--- config.mk ---
export PLATFORM = sky130hd
export DESIGN_NAME = vin_sweep_gen
export DESIGN_NICKNAME = d
export VERILOG_FILES = /design/src/rtl/vin_sweep_gen.sv
export SDC_FILE = /design/constraint.sdc
export NUM_CORES = 1
export LEC_CHECK = 0
export BUFFER_PORTS_ARGS = -buffer_cell sky130_fd_sc_hd__buf_2
export CAP_MARGIN = 10
export CORE_UTILIZATION = 29
export DETAILED_ROUTE_END_ITERATION = 10
export GPL_TIMING_DRIVEN = 1
export HOLD_SLACK_MARGIN = 0.02
export PLACE_DENSITY = 0.54
export SETUP_SLACK_MARGIN = 0.4
export SYNTH_ARGS = -nofsm -noshare
export SYNTH_HDL_FRONTEND = slang
export SYNTH_SLANG_ARGS = --single-unit
--- constraint.sdc ---
create_clock -name clk -period 3.2 [get_ports clk]
set_input_delay 0.16 -clock clk [delete_from_list [all_inputs] [get_ports clk]]
set_output_delay 0.16 -clock clk [all_outputs]
set_load 0.01 [all_outputs]
--- src/rtl/vin_sweep_gen.sv ---
// -----------------------------------------------------------------------------
// vin_sweep_gen
//
// Purpose:
//   Synthesizable stimulus source for memristor_conductance.  Produces a
//   repeatable bipolar triangle on the signed vin bus:
//     0 -> +VPEAK -> 0 -> -VPEAK -> 0
//   The sweep is repeated NSWEEP times per start request.  Each vin value is
//   held for DWELL cycles.  sample_valid marks the last cycle of each hold, so
//   downstream conductance capture samples only a settled input.
//
// Parameters:
//   VW      vin width in bits, two's complement
//   VPEAK   sweep amplitude in vin LSBs (1 .. 2^(VW-1)-1)
//   STEP    vin increment per step (1 .. VPEAK)
//   DWELL   cycles each vin value is held (>= 1)
//   NSWEEP  full triangle periods per start (>= 1)
//
// Ports:
//   clk           in   system clock, rising edge
//   reset         in   synchronous, active-high; clears all state
//   start         in   run request, honoured only in IDLE
//   abort         in   synchronous run cancel, effective in any RUN state
//   vin           out  signed sweep voltage
//   phase         out  0 rise to +peak, 1 fall to 0, 2 fall to -peak,
//                      3 rise to 0; 0 when not running
//   sample_valid  out  high on the last dwell cycle of each vin value
//   busy          out  high while a run is active
//   done          out  one-cycle pulse on normal completion
//   sweep_idx     out  0-based index of the current sweep, saturates at 255
// -----------------------------------------------------------------------------
module vin_sweep_gen #(
    parameter int VW     = 8,
    parameter int VPEAK  = 4,
    parameter int STEP   = 1,
    parameter int DWELL  = 1,
    parameter int NSWEEP = 1
) (
    input  logic                 clk,
    input  logic                 reset,
    input  logic                 start,
    input  logic                 abort,
    output logic signed [VW-1:0] vin,
    output logic [1:0]           phase,
    output logic                 sample_valid,
    output logic                 busy,
    output logic                 done,
    output logic [7:0]           sweep_idx
);

    typedef enum logic [2:0] {
        IDLE,
        RUN_P_UP,
        RUN_P_DN,
        RUN_N_DN,
        RUN_N_UP,
        FINISH
    } state_t;

    // Dwell counter just wide enough to reach DWELL-1.
    localparam int DW = (DWELL > 1) ? $clog2(DWELL) : 1;
    localparam logic [DW-1:0] DWELL_LAST = DW'(DWELL - 1);

    // With DWELL == 1 every value is its own last dwell cycle, so the first
    // cycle of a new value is already a sample cycle.
    localparam logic SV_FIRST = (DWELL == 1);

    // All sweep arithmetic runs one bit wider than vin so that neither the
    // step past a peak nor the step below -VPEAK can wrap before clamping.
    localparam logic signed [VW:0] ZERO_W     = '0;
    localparam logic signed [VW:0] PEAK_W     = (VW+1)'(VPEAK);
    localparam logic signed [VW:0] STEP_W     = (VW+1)'(STEP);
    localparam logic signed [VW:0] NEG_PEAK_W = -PEAK_W;
    localparam logic signed [VW:0] NEG_STEP_W = -STEP_W;

    // First value of each segment, clamped at that segment's target.
    localparam logic signed [VW:0] PDN_ENTRY =
        ((PEAK_W - STEP_W) < ZERO_W) ? ZERO_W : (PEAK_W - STEP_W);
    localparam logic signed [VW:0] NDN_ENTRY =
        (NEG_STEP_W < NEG_PEAK_W) ? NEG_PEAK_W : NEG_STEP_W;
    localparam logic signed [VW:0] NUP_ENTRY =
        ((NEG_PEAK_W + STEP_W) > ZERO_W) ? ZERO_W : (NEG_PEAK_W + STEP_W);

    state_t            state;
    logic [DW-1:0]     cnt;

    logic signed [VW:0] vin_w;
    logic signed [VW:0] up_w;
    logic signed [VW:0] dn_w;
    logic signed [VW:0] p_up_next;
    logic signed [VW:0] p_dn_next;
    logic signed [VW:0] n_dn_next;
    logic signed [VW:0] n_up_next;
    logic [DW-1:0]      cnt_inc;
    logic               more_sweeps;

    // NOTE: every signal driven here gets a value on every path (all are plain
    // continuous expressions), so no latch can be inferred.
    always_comb begin
        vin_w       = {vin[VW-1], vin};
        up_w        = vin_w + STEP_W;
        dn_w        = vin_w - STEP_W;
        p_up_next   = (up_w > PEAK_W)     ? PEAK_W     : up_w;
        p_dn_next   = (dn_w < ZERO_W)     ? ZERO_W     : dn_w;
        n_dn_next   = (dn_w < NEG_PEAK_W) ? NEG_PEAK_W : dn_w;
        n_up_next   = (up_w > ZERO_W)     ? ZERO_W     : up_w;
        cnt_inc     = cnt + 1'b1;
        more_sweeps = ({24'd0, sweep_idx} + 32'd1) < 32'(NSWEEP);
    end

    // NOTE: all state is updated with non-blocking assignments so every
    // register samples the pre-edge values, independent of statement order.
    always_ff @(posedge clk) begin
        if (reset) begin
            state        <= IDLE;
            cnt          <= '0;
            vin          <= '0;
            phase        <= 2'd0;
            sample_valid <= 1'b0;
            busy         <= 1'b0;
            done         <= 1'b0;
            sweep_idx    <= 8'd0;
        end else begin
            case (state)
                IDLE: begin
                    cnt          <= '0;
                    vin          <= '0;
                    phase        <= 2'd0;
                    sample_valid <= 1'b0;
                    busy         <= 1'b0;
                    done         <= 1'b0;
                    sweep_idx    <= 8'd0;
                    // abort beats a simultaneous start.
                    if (start && !abort) begin
                        state        <= RUN_P_UP;
                        vin          <= STEP_W[VW-1:0];
                        busy         <= 1'b1;
                        sample_valid <= SV_FIRST;
                    end
                end

                FINISH: begin
                    state     <= IDLE;
                    done      <= 1'b0;
                    sweep_idx <= 8'd0;
                end

                default: begin
                    if (abort) begin
                        state        <= IDLE;
                        cnt          <= '0;
                        vin          <= '0;
                        phase        <= 2'd0;
                        sample_valid <= 1'b0;
                        busy         <= 1'b0;
                        done         <= 1'b0;
                        sweep_idx    <= 8'd0;
                    end else if (cnt != DWELL_LAST) begin
                        // Still holding the current value.
                        cnt          <= cnt_inc;
                        sample_valid <= (cnt_inc == DWELL_LAST);
                    end else begin
                        // Dwell expired: advance vin, possibly to the next
                        // segment.  A segment ends only after its target
                        // value has been held for a full dwell.
                        cnt          <= '0;
                        sample_valid <= SV_FIRST;
                        case (state)
                            RUN_P_UP: begin
                                if (vin_w == PEAK_W) begin
                                    state <= RUN_P_DN;
                                    phase <= 2'd1;
                                    vin   <= PDN_ENTRY[VW-1:0];
                                end else begin
                                    vin   <= p_up_next[VW-1:0];
                                end
                            end
                            RUN_P_DN: begin
                                if (vin_w == ZERO_W) begin
                                    state <= RUN_N_DN;
                                    phase <= 2'd2;
                                    vin   <= NDN_ENTRY[VW-1:0];
                                end else begin
                                    vin   <= p_dn_next[VW-1:0];
                                end
                            end
                            RUN_N_DN: begin
                                if (vin_w == NEG_PEAK_W) begin
                                    state <= RUN_N_UP;
                                    phase <= 2'd3;
                                    vin   <= NUP_ENTRY[VW-1:0];
                                end else begin
                                    vin   <= n_dn_next[VW-1:0];
                                end
                            end
                            RUN_N_UP: begin
                                if (vin_w == ZERO_W) begin
                                    phase <= 2'd0;
                                    if (more_sweeps) begin
                                        state <= RUN_P_UP;
                                        vin   <= STEP_W[VW-1:0];
                                        if (sweep_idx != 8'hFF) begin
                                            sweep_idx <= sweep_idx + 8'd1;
                                        end
                                    end else begin
                                        // One-cycle completion state.
                                        state        <= FINISH;
                                        vin          <= '0;
                                        busy         <= 1'b0;
                                        done         <= 1'b1;
                                        sample_valid <= 1'b0;
                                    end
                                end else begin
                                    vin   <= n_up_next[VW-1:0];
                                end
                            end
                            default: begin
                                state <= IDLE;
                            end
                        endcase
                    end
                end
            endcase
        end
    end

endmodule

==> results.ini <==
[timing]
fin_skew_ps = 5.983
maxSlewHeadroom_pct = 54.51
worst_slew_pin_slew_ps = 681.4
fin_crit_ps = 2580
fmax_ghz = 0.3876
final.setup.tns_ps = 0
final_max_slew_viol_count = 0
final.period_utilization_pct = 80.62
rsz0062_at_grt = true
hold_viol = 0
setup_viol = 0

[placement]
gp_congestion = 0.9405
port_buffers = 24
placed_area_um2 = 2257
place_hpwl_um = 4578

[power_and_ir_drop]
p_per_area_nw_per_um2 = 479.0
peakVddDrop_uv = 323.0
leakage_nw = 0.8923

[floorplan]
dieArea_um2 = 7434
io_pins = 25
rows = 30
die_x_um = 86.22
core-area_um2 = 6832
initial_core_util_pct = 30.11
die_h_um = 86.22

[global_route]
grtUsageTotal_pct = 17.16
grt_max_degree = 20
grt_pass1_wl_um = 10200
antenna_found_initial = 0
globalRoute.totalOverflow = 0
grt_pass1_vias = 2046

[cells_and_area]
fin_nets = 309
final_layout_size_suffix_gt1_share_pct = 14.33
fillers = 746
antennaDiodeCount = 0
multi_input_area_um2 = 1469
fin_area_um2 = 2333
area_delta_synth_final_pct = 13.44
register_area_um2 = 481.7

[yosys]
async_flop_share_pct = 0
synth_seq_cells = 24
ys_top_cells_by_count = 32 x nor2_1, 24 x a21oi_1, 24 x dfxtp_1, 19 x o21ai_0, 18 x nand2_1
synth_top_family_by_area = simple AND/OR/NAND/NOR gates
synth_area_per_cell_um2 = 7.192
synth_cell_type_count = 58
synth-main-ff-cell = dfxtp_1
yosys.area_share.adder_pct = 2.433
synth_edf_count = 0
synth.most_common_cell = nor2_1
synth_xor_area_share_pct = 2.981
ys_warn_count = 0
synth_nets = 294
synthDominantCellAreaShare_pct = 23.36
synthCells = 286
ys_seq_area_share_pct = 23.36
yosys.area_share.simple_pct = 33.76
ys_top_cells_by_area = dfxtp_1 23%, a21oi_1 5.8%, nor2_1 5.8%
synth.area.mux_share_pct = 0.9732
synth_compound_area_share_pct = 31.08
mappedNetlistArea_um2 = 2057
synth_top_area_cell = dfxtp_1

[run]
maxCapViolations = 0

[critical_path]
reg2reg_from = vin[0]$_SDFFE_PP0P_
crit_type = reg -> reg
r2r.worst_path.cells = 8
crit_arrival_ps = 2750
critPathLaunchType = register
crit_fanout = 10
critical_path.cell_chain = inv_1, ha_1, or3b_1, nor4_4, o21ai_0, a211oi_1, o311ai_1, a32o_1
crit_start = vin[0]$_SDFFE_PP0P_
slowest_stage = or3b_1
crit_path_end_kind = register
crit_required_ps = 3370
cp_slowest_stage_delay_ps = 480

[hold_path]
hp-class = in -> reg
hp-start = reset
hold_depth = 2

[drt]
postRouteAntennaNets = 0
wl_per_cell_um = 15.75
vias_per_cell = 5.699
wirelength_um = 6238
drc_errors = 0
vias = 2257
first_iter_violations = 267
firstDrtPassIters = 5

[run_status]
status = finished clean

[clock_network]
tritoncts = done
cts_buffers = 3
post_cts_buffers = 0
clock-sinks = 24
cts_buffer_depth = 2
clk_pin_slew_ps = 100
cts_root_buf = clkbuf_8
h-tree-depth = 1
insertion_delay_ps = 270

## where the power goes
part / leakage, nW / switching, mW / internal (mW)
combinational: 0.662 / 0.286 / 0.177
sequential: 0.195 / 0.0569 / 0.321
clock: 0.0357 / 0.110 / 0.167
total: 0.892 / 0.452 / 0.665
## repair_timing
action,in CTS,in global routing
hold endpoints to repair,0,0
hold buffers,0,0
endpoints found under the setup margin,0,3
gates resized for setup,0,2
## final timing paths
check,end,slack (ps)
max,vin[1]$_SDFFE_PP0P_,620
min,phase[0]$_SDFFE_PP0P_,150
max reg2reg,vin[1]$_SDFFE_PP0P_,620
min reg2reg,sample_valid$_SDFFE_PP0N_,460
## worst max-delay path, delay by kind of cell (launching register included)
kind            cells  cell delay [ps]
simple gates        2              790
buf+inv             1              200
fa+ha+maj           1              300
compound gates      4              760
flops               1              410
## kinds of logic after synthesis
group                    count (synthesis)
flip-flops                              24
XOR/XNOR                                 7
buffers and inverters                   28
adder cells (fa/ha/maj)                  4
AO/OA/AOI/OAI                           95
AND/OR/NAND/NOR                        126
multiplexers                             2
## metal layers
metal / wire length [µm] / global-route usage [%]
met1: 2898 / 24.53
met2: 2736 / 25.54
met3: 447 / 2.667
met4: 155 / 7.121
met5: 0 / 0
## state kept, by name, indices dropped and copies added (netlist names)
signal,cells
sweep_idx,8
busy,1
vin,8
done,1
state,3
phase,2
sample_valid,1
## through the flow
| stage | setup WS [ps] | total power [mW] | utilization, % | hold WS, ps | cells |
|---|---|---|---|---|---|
| after global placement | 659.9 | 0.8304 | 33.04 | 445.4 | 392 |
| after detailed placement | 600.0 | 0.8265 | 33.04 | 449.7 | 392 |
| final | 620.1 | 1.118 | 34.16 | 152.7 | 396 |
| after global routing | 398.8 | 1.197 | 34.16 | 145.9 | 396 |
| after floorplan | 734.3 | 0.7144 | - | 448.3 | 286 |
| after CTS | 566.2 | 1.108 | 34.08 | 150.7 | 396 |
## placed cells by master (no fill, tap or decap), types with 3 or more instances in the layout
| cell type | n |
|---|---|
| nand3_1 | 14 |
| o21ai_0 | 19 |
| a211oi_1 | 5 |
| o21ai_1 | 6 |
| nand2_1 | 18 |
| nand2b_1 | 7 |
| buf_2 | 24 |
| and2_1 | 11 |
| nor4_1 | 3 |
| a21boi_0 | 3 |
| dfxtp_1 | 23 |
| buf_4 | 5 |
| clkbuf_8 | 3 |
| nand4_1 | 5 |
| o21a_1 | 4 |
| a31oi_1 | 4 |
| a21oi_1 | 23 |
| a211o_1 | 3 |
| inv_1 | 9 |
| ha_1 | 4 |
| nor2b_1 | 7 |
| xnor2_1 | 6 |
| a2bb2oi_1 | 3 |
| or3_1 | 3 |
| nor3_1 | 11 |
| nor2_1 | 32 |
## layout make-up
class                      instances  area share (%)
multi-input combinational        234           62.95
sequential                        24           20.64
timing repair buffer              29           6.756
tap                               96           5.147
clock buffer                       3           1.769
inverter                           9           1.448
clock inverter                     1           1.287
(Power assumes the default switching activity.)
